<file path="config.mk">
export PLATFORM = sky130hd
export DESIGN_NAME = request_latch4_flat
export DESIGN_NICKNAME = d
export VERILOG_FILES = /design/src/rtl/request_latch4_if.sv /design/src/rtl/request_latch4.sv /design/src/flat_wrapper.sv
export SDC_FILE = /design/constraint.sdc
export NUM_CORES = 1
export LEC_CHECK = 0
export ABC_AREA = 1
export CORE_MARGIN = 1.5
export CORE_UTILIZATION = 45
export DETAILED_ROUTE_END_ITERATION = 8
export PLACE_DENSITY = 0.67
export SLEW_MARGIN = 5
export SYNTH_ARGS = -nofsm -noshare
export SYNTH_HDL_FRONTEND = slang
export SYNTH_SLANG_ARGS = --single-unit
export TNS_END_PERCENT = 10
</file>
<file path="constraint.sdc">
create_clock -name CLK -period 1.5 [get_ports CLK]
set_clock_uncertainty 0.2 [all_clocks]
set_input_delay 0.3 -clock CLK [delete_from_list [all_inputs] [get_ports CLK]]
set_output_delay 0.3 -clock CLK [all_outputs]
set_load 0.1 [all_outputs]
</file>
<file path="src/rtl/request_latch4_if.sv">
// Request/acknowledge bundle between the request conditioner and the arbiter/encoder stage.
interface request_latch4_if #(
  parameter int unsigned N         = 4,
  parameter int unsigned SEL_WIDTH = 2
);
  logic [N-1:0]         I;
  logic                 ACK;
  logic [SEL_WIDTH-1:0] ACK_SEL;
  logic [N-1:0]         O;
  logic                 VALID;
  logic [N-1:0]         OVERRUN;

  modport master (output I, output ACK, output ACK_SEL, input O, input VALID, input OVERRUN);
  modport slave  (input I, input ACK, input ACK_SEL, output O, output VALID, output OVERRUN);
endinterface

</file>
<file path="src/rtl/request_latch4.sv">
// Per-channel synchronize, debounce and rising-edge detect; events latch as sticky
// pending bits cleared by an encoded acknowledge.
module request_latch4 #(
  parameter int unsigned N         = 4,
  parameter int unsigned SEL_WIDTH = 2,
  parameter int unsigned DEBOUNCE  = 4,
  parameter int unsigned CNT_WIDTH = 3
) (
  input  logic             CLK,
  input  logic             RESET,
  request_latch4_if.slave  bus
);

  localparam logic [CNT_WIDTH-1:0] CNT_MAX = CNT_WIDTH'(DEBOUNCE - 1);

  logic [N-1:0]         sync1;
  logic [N-1:0]         sync2;
  logic [N-1:0]         db;
  logic [N-1:0]         db_q;
  logic [CNT_WIDTH-1:0] cnt [N];
  logic [N-1:0]         o_q;
  logic [N-1:0]         ovr_q;

  logic [N-1:0]         rise;
  logic [N-1:0]         clr;
  logic [N-1:0]         o_nxt;
  logic [N-1:0]         ovr_nxt;

  // Pending/overrun next state; a new rise always wins over a same-cycle clear.
  always_comb begin
    rise    = db & ~db_q;
    clr     = '0;
    if (bus.ACK) begin
      clr = N'(1) << bus.ACK_SEL;
    end
    o_nxt   = rise | (o_q & ~clr);
    ovr_nxt = ovr_q | (rise & o_q & ~clr);
  end

  always_ff @(posedge CLK) begin
    if (RESET) begin
      sync1 <= '0;
      sync2 <= '0;
      db    <= '0;
      db_q  <= '0;
      o_q   <= '0;
      ovr_q <= '0;
      for (int unsigned k = 0; k < N; k++) begin
        cnt[k] <= '0;
      end
    end else begin
      sync1 <= bus.I;
      sync2 <= sync1;
      db_q  <= db;
      o_q   <= o_nxt;
      ovr_q <= ovr_nxt;
      // Level is accepted only after DEBOUNCE consecutive mismatching samples.
      for (int unsigned k = 0; k < N; k++) begin
        if (sync2[k] == db[k]) begin
          cnt[k] <= '0;
        end else if (cnt[k] == CNT_MAX) begin
          db[k]  <= sync2[k];
          cnt[k] <= '0;
        end else begin
          cnt[k] <= cnt[k] + CNT_WIDTH'(1);
        end
      end
    end
  end

  assign bus.O       = o_q;
  assign bus.OVERRUN = ovr_q;
  assign bus.VALID   = |o_q;

endmodule

</file>
<file path="src/flat_wrapper.sv">
// flat-port wrapper written by rule: the top's interface ports become plain ports
module request_latch4_flat 
#(
  parameter int unsigned N         = 4,
  parameter int unsigned SEL_WIDTH = 2,
  parameter int unsigned DEBOUNCE  = 4,
  parameter int unsigned CNT_WIDTH = 3
)
  (CLK, RESET, bus_I, bus_ACK, bus_ACK_SEL, bus_O, bus_VALID, bus_OVERRUN);
  request_latch4_if #(.N(N), .SEL_WIDTH(SEL_WIDTH)) bus_i ();
  input  logic CLK;
  input  logic RESET;
  input wire logic [$bits(bus_i.I)-1:0] bus_I;
  input wire logic [$bits(bus_i.ACK)-1:0] bus_ACK;
  input wire logic [$bits(bus_i.ACK_SEL)-1:0] bus_ACK_SEL;
  output wire logic [$bits(bus_i.O)-1:0] bus_O;
  output wire logic [$bits(bus_i.VALID)-1:0] bus_VALID;
  output wire logic [$bits(bus_i.OVERRUN)-1:0] bus_OVERRUN;
  assign bus_i.I = bus_I;
  assign bus_i.ACK = bus_ACK;
  assign bus_i.ACK_SEL = bus_ACK_SEL;
  assign bus_O = bus_i.O;
  assign bus_VALID = bus_i.VALID;
  assign bus_OVERRUN = bus_i.OVERRUN;
  request_latch4 #(.N(N), .SEL_WIDTH(SEL_WIDTH), .DEBOUNCE(DEBOUNCE), .CNT_WIDTH(CNT_WIDTH)) u_core (.CLK(CLK), .RESET(RESET), .bus(bus_i));
endmodule
</file>
==> impl_results.md, run 1 <==
* Final Hold Fails at 0
* Total core area at ~0.0031 sq mm
* Slew Limit Fails at 0
* Failing checks: setup timing
* CP cell instances: nor2_4 > nand3_4 > buf_12
* Reg clk slew, reported paths at 0.10 ns
* Drt total wl at around 2.3 mm
* DR vias at between 1000 and 1500
* Hold_buf cts at 0
* Synth area leader: dfxtp_1
* Commonest non-fill, non-tap cell in the layout: nor2_1
* R2r setup slk at 0.01 ns
* Avg WL per Cell at 9.52 microns
* Hold Path Sink: u_core.sync2[3]
* Die Y at between 50 and 60 microns
* Sequential fraction of the synthesis area at between 50 and 60%
* Cell area after synthesis at between 0.001 and 0.0015 sq mm
* Final setup fails at 1
* CTS max path bufs at 2
* Die W at 59.8 microns
* Worst endpoint required time at 1.00 ns
* Std-Cell Rows at 20
* Synth top area share at between 30% and 40%
* Remaining DRCs at 0
* Critical path launch point type: register
* R2r startpoint: u_core.cnt[0][3]
* Overflow after GRT at 0
* Clk root buf: clkbuf_4
* Placer congestion estimate at between 0.7 and 0.8
* Worst hold path class: register to register
* CP max FO at 4
* Max Cap Viol at 0
* Area Overhead vs Synth at 34.5%
* Area contributors post-synth: dfxtp_1 (33%), edfxtp_1 (25%), nor2_1 (9.6%)
* Worst vdd ir at approximately 0.68 mV
* Hold-critical path depth at 2
* Synth unique cells at 19
* Fin util at 64.1%
* CTS tree: done
* Critical path data arrival time at approximately 1.1 ns
* Leakage at 0.801 nW
* Setup WS pre-CTS at -0.169 ns
* Initial DRC count at 23
* Detailed Place HPWL at 1.72 mm
* Worst Path Buf+Inv at 1
* Worst R2R Path Depth at 5
* Pwr/cell area at ~900 mW/mm^2
* Setup TNS at -0.0564 ns
* CP Capture Type: output pin
* H-tree Lvls at 2
* Period Utilization, post-route at 104%
* Final worst setup slack at -0.0564 ns
* Mean area per synthesized cell at 9.14 sq um
* Mapped Cells at around 160
* RSZ-0062 raised after global routing: true
* Initial antenna violation count at 0
* Fraction of layout cells with a size suffix above 1 at 26.1%
* Diodes inserted at 0
* Routed vias/inst at 4.28
* Commonest non-fill, non-tap cells in the layout: nor2_1 (32), inv_1 (28), dfxtp_1 (20)
* Port bufs at 17
* CP max-delay cell: dfxtp_4
* Overall routing resource usage at about 16%
* # nets final at ~220
* Top delay family on crit path: flip-flops
* Starting density of the core at a little under half
* Die area at approximately 0.0036 sq mm
* Largest net degree at the start of global routing at 11
* Total I/O pin count at 18
* Clk Latency, worst-skew pair at ~0.33 ns
* Flops & latches, synth at 36
* Final worst path period need at 1.56 ns
* First-pass GRT wire length at 3.97 mm
* CTS buffer count at 5
* Maximum clock rate at 642 MHz
* Vias in the first global route at 978
* Slowest stage delay, CP at between 0.3 and 0.4 ns
* Initial DRT Pass Iterations at 4
* Worst R2R End: u_core.cnt[0][5]
* Synth warn at 0
* Critical path type: register to output pin
* Filler cells at between 200 and 300
* Total clock sinks at 36
* Post-detailed-route count of antenna-violating nets at 0
* Worst Setup SP: u_core.bus.O[3]
* Hold Path Origin: u_core.sync1[3]
* Status: finished with violations
tightest hold or removal path: stages (launching register included):
cell	delay, ns
dfxtp_1	0.31
inv_1	0.04
nor2_1	0.03
stage by stage:
stage          instance area [sq um]  hold WS [ns]  power [mW]  cells
6_report                        1960         0.210        1.77    243
2_1_floorplan                   1520         0.188        1.22    170
5_1_grt                         1960         0.217        1.85    243
3_5_place_dp                    1850         0.197        1.31    233
3_3_place_gp                    1850         0.190        1.30    233
4_1_cts                         1920         0.212        1.79    242
power breakdown:
group          internal [mW]  switching [mW]
sequential              1.04          0.0242
combinational         0.0983           0.142
clock                  0.180           0.285
area by class of cell:
cell class	instances	area, sq um	area share [%]
Multi-Input combinational cell	99	567	29.0
Sequential cell	36	856	43.8
Clock buffer	7	45.0	2.30
Clock inverter	1	3.75	0.192
Tap cell	44	55.1	2.82
Timing Repair Buffer	23	305	15.6
Inverter	33	124	6.33
synth_stat cells, drive strengths merged:
cell type and n:
nand3 4, buf 2, or2 1, a21oi 14
dfxtp 24, nand4 1, ha 8, nand2 13
inv 33, edfxtp 12, o21ai 5, conb 1
nand3b 1, nor2 40
kinds of logic after synthesis:
group                    count (synthesis)  share of synthesized area (%)
AO/OA/AOI/OAI                           19                           7.06
adder cells (fa/ha/maj)                  8                           6.88
buffers and inverters                   35                           10.1
flip-flops                              36                           57.8
other                                    1                          0.258
AND/OR/NAND/NOR                         60                           17.9
worst max-delay path by stage:
stage,cells past startpoint,slack (ns),to
floorplan,2,0.03,u_core.bus.OVERRUN[0]
finish,3,-0.06,bus_VALID
detailed placement,4,-0.17,u_core.cnt[0][0]
global route,3,-0.11,bus_VALID
global placement,4,-0.13,u_core.cnt[0][0]
CTS,3,-0.07,bus_VALID
registers in the layout, summed over array words and instances, names as in the netlist:
| name | cells |
|---|---|
| u_core.bus.OVERRUN | 4 |
| u_core.sync2 | 4 |
| u_core.sync1 | 4 |
| u_core.db | 4 |
| u_core.cnt | 12 |
| u_core.db_q | 4 |
| u_core.bus.O | 4 |
timing repair:
item                       CTS  global route
setup endpoints to repair    8            12
resized for setup            8            11
pin swaps                    1             6
setup buffers                1             1
per-layer routing:
| layer | vias up | GRT usage, % | share of wire, % |
|---|---|---|---|
| met3 | 6 | 7.14 | 4.2 |
| met2 | 16 | 27.0 | 52 |
| met4 | 0 | 6.67 | 2.0 |
| li1 | 559 | - | - |
| met1 | 458 | 16.3 | 42 |
| met5 | - | 0 | 0 |
No activity file was read; power rests on OpenSTA's default activity.
==> run 2, diff against run 1 <==
Settings changed: CTS_CLUSTER_DIAMETER from default to 200, GPL_ROUTABILITY_DRIVEN from default to 0, HOLD_SLACK_MARGIN from default to 0.05.
==> results of run 2 <==
The final DEF is identical to that of run 1; final timing and power are the same.
